File: config.mk
export PLATFORM = sky130hd
export DESIGN_NAME = crossbar_arbiter_unit_flat
export DESIGN_NICKNAME = d
export VERILOG_FILES = /design/src/rtl/crossbar_arbiter_unit_pkg.sv /design/src/rtl/crossbar_arbiter_unit_if.sv /design/src/rtl/crossbar_arbiter_unit_rr_arbiter.sv /design/src/rtl/crossbar_arbiter_unit.sv /design/src/flat_wrapper.sv
export SDC_FILE = /design/constraint.sdc
export NUM_CORES = 1
export LEC_CHECK = 0
export CORE_MARGIN = 1.5
export CORE_UTILIZATION = 44
export CTS_CLUSTER_DIAMETER = 60
export CTS_CLUSTER_SIZE = 10
export DETAILED_ROUTE_END_ITERATION = 12
export PLACE_DENSITY = 0.75
export SYNTH_ARGS = -nofsm -noshare
export SYNTH_HDL_FRONTEND = slang
export SYNTH_HIERARCHICAL = 1
export SYNTH_SLANG_ARGS = --single-unit
File: constraint.sdc
create_clock -name clk_i -period 1.85 [get_ports clk_i]
set_input_delay 0.2775 -clock clk_i [delete_from_list [all_inputs] [get_ports clk_i]]
set_output_delay 0.2775 -clock clk_i [all_outputs]
set_load 0.005 [all_outputs]
File: src/rtl/crossbar_arbiter_unit_pkg.sv
// Shared types for the crossbar arbitration logic.
// Each slave-side arbiter is either free to arbitrate or locked to one master.
package crossbar_pkg;

    typedef enum logic {
        ARB_IDLE   = 1'b0,
        ARB_LOCKED = 1'b1
    } arb_state_e;

endpackage

File: src/rtl/crossbar_arbiter_unit_if.sv
// Handshake and grant bundle between the requesting masters and the crossbar arbiter.
// The arbiter side uses the slave modport; whatever drives the masters uses master.
interface crossbar_arbiter_unit_if #(
    parameter int S_DATA_COUNT = 2,
    parameter int M_DATA_COUNT = 3
);
    localparam int T_ID___WIDTH = $clog2(S_DATA_COUNT);
    localparam int T_DEST_WIDTH = $clog2(M_DATA_COUNT);

    logic [S_DATA_COUNT-1:0][T_DEST_WIDTH-1:0] s_dest_i;
    logic [S_DATA_COUNT-1:0]                   s_last_i;
    logic [S_DATA_COUNT-1:0]                   s_valid_i;
    logic [M_DATA_COUNT-1:0]                   m_ready_i;
    logic [M_DATA_COUNT-1:0][T_ID___WIDTH-1:0] grant_o;
    logic [M_DATA_COUNT-1:0]                   grant_valid_o;

    modport slave (
        input  s_dest_i, s_last_i, s_valid_i, m_ready_i,
        output grant_o, grant_valid_o
    );

    modport master (
        output s_dest_i, s_last_i, s_valid_i, m_ready_i,
        input  grant_o, grant_valid_o
    );

endinterface

File: src/rtl/crossbar_arbiter_unit_rr_arbiter.sv
// Round-robin arbiter for one slave: grants a master and holds it until the
// owner's last beat is accepted.
//   state      | meaning
//   ARB_IDLE   | no owner; pick a winner from req on the next edge
//   ARB_LOCKED | grant held for the owner until its last-beat handshake
module rr_arbiter
    import crossbar_pkg::*;
#(
    parameter int N   = 2,
    parameter int IDW = $clog2(N)
) (
    input  logic           clk_i,
    input  logic           rst_ni,
    input  logic [N-1:0]   req,
    input  logic           last_hs,
    output logic [IDW-1:0] grant,
    output logic           grant_valid
);

    arb_state_e     state;
    logic [IDW-1:0] ptr;
    logic [IDW-1:0] winner;
    logic [IDW-1:0] idx;
    logic           found;

    // search starts just after the previous owner, so it gets lowest priority
    always_comb begin
        winner = '0;
        found  = 1'b0;
        idx    = '0;
        for (int i = 1; i <= N; i++) begin
            idx = IDW'((int'(ptr) + i) % N);
            if (!found && req[idx]) begin
                winner = idx;
                found  = 1'b1;
            end
        end
    end

    always_ff @(posedge clk_i or negedge rst_ni) begin
        if (!rst_ni) begin
            state       <= ARB_IDLE;
            grant       <= '0;
            grant_valid <= 1'b0;
            ptr         <= IDW'(N - 1);
        end else begin
            case (state)
                ARB_IDLE: begin
                    if (found) begin
                        grant       <= winner;
                        grant_valid <= 1'b1;
                        state       <= ARB_LOCKED;
                    end else begin
                        grant_valid <= 1'b0;
                    end
                end
                ARB_LOCKED: begin
                    if (last_hs) begin
                        grant_valid <= 1'b0;
                        ptr         <= grant;
                        state       <= ARB_IDLE;
                    end
                end
                default: begin
                    grant_valid <= 1'b0;
                    state       <= ARB_IDLE;
                end
            endcase
        end
    end

endmodule

File: src/rtl/crossbar_arbiter_unit.sv
// Crossbar arbitration: one independent round-robin arbiter per slave stream,
// each fed by the masters currently addressing that slave.
module crossbar_arbiter_unit #(
    parameter int S_DATA_COUNT = 2,
    parameter int M_DATA_COUNT = 3
) (
    input  logic                    clk_i,
    input  logic                    rst_ni,
    crossbar_arbiter_unit_if.slave  bus
);

    localparam int T_ID___WIDTH = $clog2(S_DATA_COUNT);
    localparam int T_DEST_WIDTH = $clog2(M_DATA_COUNT);

    logic [M_DATA_COUNT-1:0][T_ID___WIDTH-1:0] grant_all;
    logic [M_DATA_COUNT-1:0]                   grant_valid_all;

    for (genvar m = 0; m < M_DATA_COUNT; m++) begin : g_slave
        logic [S_DATA_COUNT-1:0] req;
        logic                    last_hs;

        always_comb begin
            req = '0;
            for (int s = 0; s < S_DATA_COUNT; s++) begin
                req[s] = bus.s_valid_i[s] && (bus.s_dest_i[s] == T_DEST_WIDTH'(m));
            end
        end

        // release only on the owner's last beat, addressed here, accepted by this slave
        assign last_hs = req[grant_all[m]] && bus.s_last_i[grant_all[m]] && bus.m_ready_i[m];

        rr_arbiter #(
            .N   (S_DATA_COUNT),
            .IDW (T_ID___WIDTH)
        ) u_arb (
            .clk_i       (clk_i),
            .rst_ni      (rst_ni),
            .req         (req),
            .last_hs     (last_hs),
            .grant       (grant_all[m]),
            .grant_valid (grant_valid_all[m])
        );
    end

    assign bus.grant_o       = grant_all;
    assign bus.grant_valid_o = grant_valid_all;

endmodule

File: src/flat_wrapper.sv
// flat-port wrapper written by rule: the top's interface ports become plain ports
module crossbar_arbiter_unit_flat 
#(
    parameter int S_DATA_COUNT = 2,
    parameter int M_DATA_COUNT = 3
)
  (clk_i, rst_ni, bus_s_dest_i, bus_s_last_i, bus_s_valid_i, bus_m_ready_i, bus_grant_o, bus_grant_valid_o);
  crossbar_arbiter_unit_if #(.S_DATA_COUNT(S_DATA_COUNT), .M_DATA_COUNT(M_DATA_COUNT)) bus_i ();
  input  logic clk_i;
  input  logic rst_ni;
  input wire logic [$bits(bus_i.s_dest_i)-1:0] bus_s_dest_i;
  input wire logic [$bits(bus_i.s_last_i)-1:0] bus_s_last_i;
  input wire logic [$bits(bus_i.s_valid_i)-1:0] bus_s_valid_i;
  input wire logic [$bits(bus_i.m_ready_i)-1:0] bus_m_ready_i;
  output wire logic [$bits(bus_i.grant_o)-1:0] bus_grant_o;
  output wire logic [$bits(bus_i.grant_valid_o)-1:0] bus_grant_valid_o;
  assign bus_i.s_dest_i = bus_s_dest_i;
  assign bus_i.s_last_i = bus_s_last_i;
  assign bus_i.s_valid_i = bus_s_valid_i;
  assign bus_i.m_ready_i = bus_m_ready_i;
  assign bus_grant_o = bus_i.grant_o;
  assign bus_grant_valid_o = bus_i.grant_valid_o;
  crossbar_arbiter_unit #(.S_DATA_COUNT(S_DATA_COUNT), .M_DATA_COUNT(M_DATA_COUNT)) u_core (.clk_i(clk_i), .rst_ni(rst_ni), .bus(bus_i));
endmodule
## After elaboration in Yosys (flattened, before gate mapping)

Index checks and enable logic that the tools add are counted.

- Logic and storage cells: 114
- Register bits after elaboration: 12
- Output and inout bits: 6

- Order comparisons: 9
- Equal/unequal tests: 7
- Add/subtract/negate cells: 6
- Multiplexer cells: 51
- Reductions and logical operators: 26
- Bitwise gates (word level): 3

Operator list:

| operator | count |
|---|---|
| $mux W1 | 45 |
| $lt A1 B2 Y1 const B | 9 |
| $logic_and A1 B1 Y1 | 15 |
| $pmux W1 S2 | 6 |
| $reduce_and A2 Y1 | 6 |
| $add A1 B1 Y1 const B | 6 |
| $ne A2 B1 Y1 const B | 3 |
| $eq A2 B1 Y1 const B | 2 |
| $eq A2 B2 Y1 const B | 2 |
| $logic_not A2 Y1 | 2 |
| $logic_not A1 Y1 | 3 |
| $not A1 Y1 | 3 |

## Longest topological paths before layout

Gate-level depths: netlist (run 1).

- Depth after elaboration: 10
- Depth in mapped cells: 4
- Mapped depth without buffers: 4

## By module

The synthesis (run 1) kept the hierarchy.

Modules (own cells, without submodules):

| module | times used | area each (um^2) | cells an instance |
|---|---|---|---|
| rr_arbiter | 3 | 167.7 | 14 |
| crossbar_arbiter_unit | 1 | 132.6 | 18 |

## Worst setup path after synthesis (run 1)

Ideal clock, no wire load.

- Kind: reg2reg
- From: register u_core.g_slave[0].u_arb.grant
- To: register u_core.g_slave[0].u_arb.ptr
- Stages on the path, launching flop included: 5
- Path buffers: 0
- Data required time: 1.768 ns
- Setup slack: 0.434 ns
- Arrival: 1.333 ns
- Path through: dfrtp_1 -> or3b_1 -> o22ai_1 -> nand2_2 -> mux2_4

- Cells in the longest elaborated chain, start to end: 5
- Elaborated cells on any way between the ends: 7
- Those cells by class: mux (4); reduce/logical (3)

RTL lines:

| element | line | source |
|---|---|---|
| start, declared | crossbar_arbiter_unit_rr_arbiter.sv:16 | `output logic [IDW-1:0] grant,` |
| start signal, assigned | crossbar_arbiter_unit_rr_arbiter.sv:50 | `grant <= winner;` |
| $mux W1 (implied by the code) (2 in series) | crossbar_arbiter_unit.sv:30 | `assign last_hs = req[grant_all[m]] && bus.s_last_i[grant_all[m]] && bus.m_ready_i[m];` |
| $logic_and A1 B1 Y1 (*) (2 in series) | crossbar_arbiter_unit.sv:30 |  |
| named net u_core.g_slave[0].last_hs | crossbar_arbiter_unit.sv:20 | `logic last_hs;` |
| $reduce_and A2 Y1 (no line) (*) | - |  |
| end signal, assigned | crossbar_arbiter_unit_rr_arbiter.sv:45 | `ptr <= IDW'(N - 1);` |
| end signal, assigned | crossbar_arbiter_unit_rr_arbiter.sv:60 | `ptr <= grant;` |
| end, declared | crossbar_arbiter_unit_rr_arbiter.sv:21 | `logic [IDW-1:0] ptr;` |

The timed path passes the listed nets; every way through them passes the cells marked *. The select of a mux whose other input is x is not followed.
A chain may end at the register's enable or synchronous reset.

## Worst setup path after layout (run 1)

- From: input bus_s_dest_i[0]
- To: register u_core.g_slave[0].u_arb.ptr

- Cells in the longest elaborated chain, start to end: 7

RTL lines:

| element | line | source |
|---|---|---|
| start, declared | flat_wrapper.sv:11 | `input wire logic [$bits(bus_i.s_dest_i)-1:0] bus_s_dest_i;` |
| $logic_not A2 Y1 | crossbar_arbiter_unit.sv:25 | `req[s] = bus.s_valid_i[s] && (bus.s_dest_i[s] == T_DEST_WIDTH'(m));` |
| $logic_and A1 B1 Y1 | crossbar_arbiter_unit.sv:25 |  |
| $mux W1 (implied by the code) (2 in series) | crossbar_arbiter_unit.sv:30 |  |
| $logic_and A1 B1 Y1 (2 in series) | crossbar_arbiter_unit.sv:30 |  |
| named net u_core.g_slave[0].last_hs | crossbar_arbiter_unit.sv:20 |  |
| $reduce_and A2 Y1 (no line) | - |  |

The timed path passes the listed nets, and every way through them passes these cells. The select of a mux whose other input is x is not followed.

==> results of run 1 <==
cell families after synthesis:
logic type	count (synthesis)	synth area share, %
multiplexers	3	7.09
buffers and inverters	4	2.36
AND/OR/NAND/NOR	29	29.9
AO/OA/AOI/OAI	12	12.8
flip-flops	12	47.8
where the power goes:
| group | internal (uW) | total (uW) | leakage (uW) | switching (uW) |
|---|---|---|---|---|
| Combinational | 257 | 366 | 0.000222 | 109 |
| Clock | 83.2 | 164 | 0.0000150 | 80.7 |
| Sequential | 398 | 496 | 0.000131 | 97.9 |
| Total | 738 | 1030 | 0.000368 | 287 |
placed cells by master, fill, tap and decap left out:
cell / netlist / final
clkdlybuf4s50_1: 0 / 18
dfrtp_1: 9 / 9
nand3b_1: 6 / 6
a21oi_1: 6 / 6
nand2b_1: 6 / 6
inv_1: 4 / 4
clkbuf_4: 0 / 3
nor3_1: 3 / 3
nand2_2: 3 / 3
mux2_4: 3 / 3
nand2_1: 3 / 3
a32o_1: 3 / 3
dfstp_2: 3 / 3
and3b_1: 2 / 2
o22ai_1: 2 / 2
nor3b_1: 2 / 2
clkbuf_1: 0 / 1
and3b_2: 1 / 1
nand3_1: 1 / 1
and3_1: 1 / 1
o2bb2ai_1: 1 / 1
or3b_1: 1 / 1
buf_4: 0 / 1
metrics by stage:
step                      area, um^2  power, uW  worst slack (ns)  utilization [%]
final                            868       1030             0.303             65.9
after global placement           842        864            0.0533             63.9
after CTS                        868       1040             0.319             65.9
after floorplan                  636        656             0.434                -
after global routing             868       1090             0.254             65.9
after detailed placement         842        870            0.0288             63.9
synthesized netlist by cell type (3+ instances only):
master and n:
a21oi_1 6, a32o_1 3, dfrtp_1 9, dfstp_2 3, inv_1 4, mux2_4 3, nand2_1 3, nand2_2 3
nand2b_1 6, nand3b_1 6, nor3_1 3
state kept, by name, summed over array words and instances, names as in the netlist:
signal,flops
u_core/g_slave.u_arb/grant,3
u_core/g_slave.u_arb/grant_valid,3
u_core/g_slave.u_arb/ptr,3
u_core/g_slave.u_arb/state,3
how the worst max path moves through the flow:
stage / depth (start not counted) / to / slack (ns) / startpoint
2_1_floorplan: 4 / u_core/g_slave[0].u_arb/ptr$_DFFE_PN1P_ / 0.43 / u_core/g_slave[0].u_arb/grant$_DFFE_PN0P_
3_3_place_gp: 5 / u_core/g_slave[0].u_arb/ptr$_DFFE_PN1P_ / 0.05 / bus_m_ready_i[0]
3_5_place_dp: 5 / u_core/g_slave[0].u_arb/ptr$_DFFE_PN1P_ / 0.03 / bus_m_ready_i[0]
4_1_cts: 5 / u_core/g_slave[0].u_arb/ptr$_DFFE_PN1P_ / 0.32 / bus_m_ready_i[0]
5_1_grt: 5 / u_core/g_slave[0].u_arb/ptr$_DFFE_PN1P_ / 0.25 / bus_m_ready_i[0]
6_report: 5 / u_core/g_slave[0].u_arb/ptr$_DFFE_PN1P_ / 0.30 / bus_s_dest_i[0]
routing by layer:
metal / up-vias / share of wire, % / global-route usage [%] / wire length, um
met1: 242 / 51 / 24.7 / 660
met3: 2 / 4.6 / 4.89 / 59
met2: 8 / 43 / 27.0 / 556
li1: 268 / - / - / -
met4: 0 / 0.93 / 10.0 / 12
met5: - / 0 / 0 / 0
area by class of cell:
type | instances | area (um^2)
flip-flops and latches | 12 | 304
fillers | 105 | 449
multi-input cells | 44 | 317
inverters | 4 | 15.0
clock buffers | 4 | 26.3
well taps | 15 | 18.8
repair buffers | 19 | 188
worst max-delay path: cells and delay by family:
kind                   cells  cell delay, ns
muxes                      1            0.29
and+or+nand+nor            2            0.47
AOI/OAI and AO/OA          1            0.26
buffers and inverters      1            0.43
==> flow_metrics.py, run 1 <==
metrics = {
    "status": {
        "status": "completed",
    },
    "setup_path": {
        "path_cells": "clkdlybuf4s50_1 -> or3b_1 -> o22ai_1 -> nand2_2 -> mux2_4",
        "arrival_ns": 1.74,
        "reg2reg_to": "u_core/g_slave[0].u_arb/ptr$_DFFE_PN1P_",
        "start_kind": "input port",
        "path_max_fanout": 3,
        "reg2reg_depth": 4,
        "slowest_stage": "clkdlybuf4s50_1",
        "rrSetupSlack_ns": 0.34,
        "cp.required_ns": 2.04,
        "endpoint_kind": "register",
        "r2r_start": "u_core/g_slave[0].u_arb/grant$_DFFE_PN0P_",
        "criticalPathCategory": "input port to register",
        "max_stage_delay_ns": 0.43,
    },
    "synthesis": {
        "ys_warn_count": 6,
        "synth_area_leaders": "dfrtp_1, dfstp_2, mux2_4",
        "synth_top_area_cell": "dfrtp_1",
        "synthCells": 60,
        "synth-seq-cells": 12,
        "synth_area_um2": 636,
        "synth_nets": 73,
        "yosysUniqueCellTypes": 19,
        "yosysTopAreaCellShare_pct": 35.4,
        "synth-edff-count": 0,
        "synthFlopType": "dfrtp_1",
        "seq_area_frac_synth_pct": 47.8,
        "post_synth.cell_area_avg_um2": 10.6,
        "ys_async_sr_fraction_pct": 100,
    },
    "power": {
        "leakage_uw": 0.000368,
        "power.density_nw_per_um2": 1180,
        "ir_drop_uv": 665,
    },
    "clock_network": {
        "cts_tree": "yes",
        "cts_hold_buf": 0,
        "path_clk_slew_ns": 0.07,
        "cts_made_buffers": 3,
        "cts_setup_buffers": 0,
        "clock_latency_ns": 0.26,
        "cts_root_buffer": "clkbuf_4",
        "clock-sinks": 12,
        "cts_resized": 0,
        "clk_path_buf_depth": 2,
        "cts-htree-levels": 1,
    },
    "die": {
        "io-pin-count": 19,
        "core-area_um2": 1320,
        "die_h_um": 41.0,
        "die_width_um": 41.0,
        "fp.dieArea_um2": 1680,
        "initial_utilization_pct": 48.2,
        "num_rows": 13,
    },
    "sta": {
        "setup_viol": 0,
        "holdWs_ns": 0.357,
        "tightest_slew_ns": 0.524,
        "max_freq_mhz": 646,
        "max_slew_margin_pct": 65.0,
        "rsz0062_at_grt": "no",
        "finClkSkew_ns": 0.00420,
        "slew_violations": 0,
        "setup-tns-final_ns": 0,
        "period_minus_slack_ns": 1.55,
        "finalCritPeriodShare_pct": 83.6,
        "hold_violations": 0,
    },
    "global_route": {
        "grt_pass1_vias": 441,
        "track_usage_pct": 18.5,
        "grt_max_degree": 13,
        "grt_pass1_wl_um": 1920,
        "overflow": 0,
        "antenna_found_initial": 0,
    },
    "worst_hold_path": {
        "hp-class": "input port to async pin",
    },
    "placed_design": {
        "port_buffers": 18,
        "gp_congestion": 0.746,
        "placed_cells": 94,
        "place_hpwl_um": 1020,
    },
    "routing": {
        "wirelength_um": 1290,
        "final_antenna_net_count": 0,
        "num_vias": 520,
        "vias_per_cell": 5.31,
        "dr.pass1.iters": 4,
        "drc_errors": 0,
        "wl_per_cell_um": 13.1,
        "drtIter0Drc": 19,
    },
    "final_layout": {
        "fin_nets": 97,
        "drive_gt1_share_pct": 16.9,
        "antenna_cells": 0,
        "layoutNonFillerInstCount": 98,
        "area_delta_synth_final_pct": 36.6,
    },
    "job": {
        "maxCapViolCount": 0,
    },
}
(Power assumes the default switching activity.)
==> run 2: changes to the inputs <==
--- a/config.mk
+++ b/config.mk
@@ -6,11 +6,11 @@
 export NUM_CORES = 1
 export LEC_CHECK = 0
 export CORE_MARGIN = 1.5
-export CORE_UTILIZATION = 44
+export CORE_UTILIZATION = 40
 export CTS_CLUSTER_DIAMETER = 60
 export CTS_CLUSTER_SIZE = 10
 export DETAILED_ROUTE_END_ITERATION = 12
-export PLACE_DENSITY = 0.75
+export PLACE_DENSITY = 0.72
 export SYNTH_ARGS = -nofsm -noshare
 export SYNTH_HDL_FRONTEND = slang
 export SYNTH_HIERARCHICAL = 1
==> constraint.sdc (replaced) <==
create_clock -name clk_i -period 1.27 [get_ports clk_i]
set_input_delay 0.1905 -clock clk_i [delete_from_list [all_inputs] [get_ports clk_i]]
set_output_delay 0.1905 -clock clk_i [all_outputs]
set_load 0.005 [all_outputs]
==> flow_metrics.py, run 2 (same netlist as run 1, synthesis figures left out) <==
metrics = {
    "status": {
        "status": "finished, violations left",
        "failed_checks": "negative setup slack",
    },
    "sta": {
        "fin_ws_ns": -0.135,
        "rsz0062_at_grt": "yes",
        "tightest_slew_ns": 0.305,
        "hold_violations": 0,
        "finalCritPeriodShare_pct": 111,
        "max_freq_mhz": 712,
        "period_minus_slack_ns": 1.41,
        "max_slew_margin_pct": 79.6,
        "finClkSkew_ns": 0.00667,
        "slew_violations": 0,
        "holdWs_ns": 0.217,
        "setup_viol": 4,
    },
    "placed_design": {
        "pre_cts_slack_ns": -0.410,
        "port_buffers": 18,
        "placed_cells": 108,
        "place_hpwl_um": 1180,
        "gp_congestion": 0.723,
    },
    "final_layout": {
        "final_cell_mix": "buf_4, clkdlybuf4s50_1, dfrtp_1",
        "fill_cells": 114,
        "antenna_cells": 0,
        "final_core_util_pct": 70.2,
        "fin_nets": 113,
        "drive_gt1_share_pct": 37.4,
        "area_delta_synth_final_pct": 64.4,
        "layoutNonFillerInstCount": 115,
        "final_common_cell": "buf_4",
    },
    "global_route": {
        "grt_max_degree": 13,
        "grt_pass1_wl_um": 2590,
        "grt_pass1_vias": 590,
        "antenna_found_initial": 0,
        "overflow": 0,
        "track_usage_pct": 19.0,
    },
    "clock_network": {
        "cts_hold_buf": 0,
        "clock-sinks": 12,
        "cts_root_buffer": "clkbuf_4",
        "cts_tree": "yes",
        "clk_path_buf_depth": 2,
        "cts_made_buffers": 3,
        "clock_latency_ns": 0.27,
        "path_clk_slew_ns": 0.08,
        "cts-htree-levels": 1,
    },
    "setup_path": {
        "max_stage_delay_ns": 0.47,
        "path_max_fanout": 3,
        "endpoint_kind": "register",
        "start_kind": "input port",
        "arrival_ns": 1.60,
        "path_cells": "clkdlybuf4s50_1 -> or3b_1 -> o22ai_2 -> nand2_2 -> mux2_4",
        "slowest_stage": "clkdlybuf4s50_1",
        "criticalPathCategory": "input port to register",
        "cp.required_ns": 1.46,
    },
    "power": {
        "seqPwrFrac_pct": 41.9,
        "ir_drop_uv": 1180,
        "leakage_uw": 0.000483,
        "internal_power_uw": 1190,
        "p_clk_share_pct": 14.8,
        "power.density_nw_per_um2": 1600,
        "p_sw_share_pct": 29.1,
        "netSwitchingPower_uw": 488,
        "power_frac_comb_pct": 43.4,
    },
    "routing": {
        "final_antenna_net_count": 0,
        "drtIter0Drc": 17,
        "wl_per_cell_um": 13.3,
        "vias_per_cell": 5.06,
        "wirelength_um": 1530,
        "num_vias": 582,
        "drc_errors": 0,
        "dr.pass1.iters": 4,
    },
    "worst_hold_path": {
        "hp-class": "input port to async pin",
    },
    "job": {
        "maxCapViolCount": 0,
    },
    "die": {
        "die_h_um": 42.9,
        "die_width_um": 42.9,
        "core-area_um2": 1490,
        "num_rows": 14,
        "io-pin-count": 19,
        "initial_utilization_pct": 42.7,
        "fp.dieArea_um2": 1840,
    },
}
==> run 2: cell count changes in the layout (fill, tap and decap cells not counted), sizes merged <==
cell / previous run / this run
buf: 1 / 17
clkdlybuf4s15: 0 / 1
clkdlybuf4s50: 18 / 10
dlygate4sd2: 0 / 6
dlymetal6s2s: 0 / 1
==> run 2: power groups by stage <==
stage	Sequential, uW	Combinational [uW]	Clock [uW]
2_1_floorplan	708	251	0
3_3_place_gp	699	652	0
3_5_place_dp	708	659	0
4_1_cts	698	664	257
5_1_grt	728	781	279
6_report	701	726	247
==> run 2: final timing paths <==
| kind | startpoint | end | slack (ns) | cells after the start |
|---|---|---|---|---|
| min | rst_ni | u_core/g_slave[1].u_arb/state$_DFF_PN0_ | 0.22 | 2 |
| max in group asynchronous | rst_ni | u_core/g_slave[0].u_arb/ptr$_DFFE_PN1P_ | 0.82 | 2 |
| min reg2reg | u_core/g_slave[1].u_arb/grant_valid$_DFFE_PN0P_ | u_core/g_slave[1].u_arb/grant_valid$_DFFE_PN0P_ | 0.54 | 2 |
| max reg2reg | u_core/g_slave[0].u_arb/grant$_DFFE_PN0P_ | u_core/g_slave[0].u_arb/ptr$_DFFE_PN1P_ | -0.13 | 4 |
| min in group clk_i | bus_s_dest_i[1] | u_core/g_slave[2].u_arb/ptr$_DFFE_PN1P_ | 0.52 | 5 |
| max | bus_m_ready_i[0] | u_core/g_slave[0].u_arb/ptr$_DFFE_PN1P_ | -0.14 | 5 |
==> run 2: cell type report <==
cell class	instances	area, um^2	share of cell area, %
Sequential cell	12	304	29.1
Inverter	4	15.0	1.44
Timing Repair Buffer	35	318	30.4
Tap cell	16	20.0	1.92
Clock buffer	4	26.3	2.51
Multi-Input combinational cell	44	362	34.6
==> run 2: critical path: cells and delay by family <==
kind / cells / cell delay [ns]
buffers and inverters: 1 / 0.47
AND/OR/NAND/NOR: 2 / 0.44
multiplexers: 1 / 0.30
AO/OA/AOI/OAI: 1 / 0.19
==> run 2: through the flow <==
| step | total power, uW | TNS (ns) | instance area, um^2 |
|---|---|---|---|
| floorplan | 958 | -0.109 | 642 |
| global placement | 1350 | -3.27 | 947 |
| detailed placement | 1370 | -3.33 | 947 |
| CTS | 1620 | -0.198 | 1000 |
| global route | 1790 | -0.552 | 1040 |
| finish | 1670 | -0.188 | 1040 |
==> run 2: repair_timing <==
| action | 4_1_cts | 5_1_grt |
|---|---|---|
| setup endpoints to repair | 12 | 9 |
| hold endpoints to repair | 0 | 0 |
| pin swaps | 3 | 1 |
| setup buffers | 2 | 1 |
| gates resized for setup | 12 | 8 |
==> run 2: layer usage <==
| metal | wire length, um | global-route usage, % | vias to the layer above |
|---|---|---|---|
| met2 | 748 | 30.3 | 8 |
| met3 | 63 | 4.68 | 0 |
| li1 | - | - | 298 |
| met1 | 713 | 25.3 | 276 |
| met5 | 0 | 0 | - |
| met4 | 0 | 5.63 | 0 |
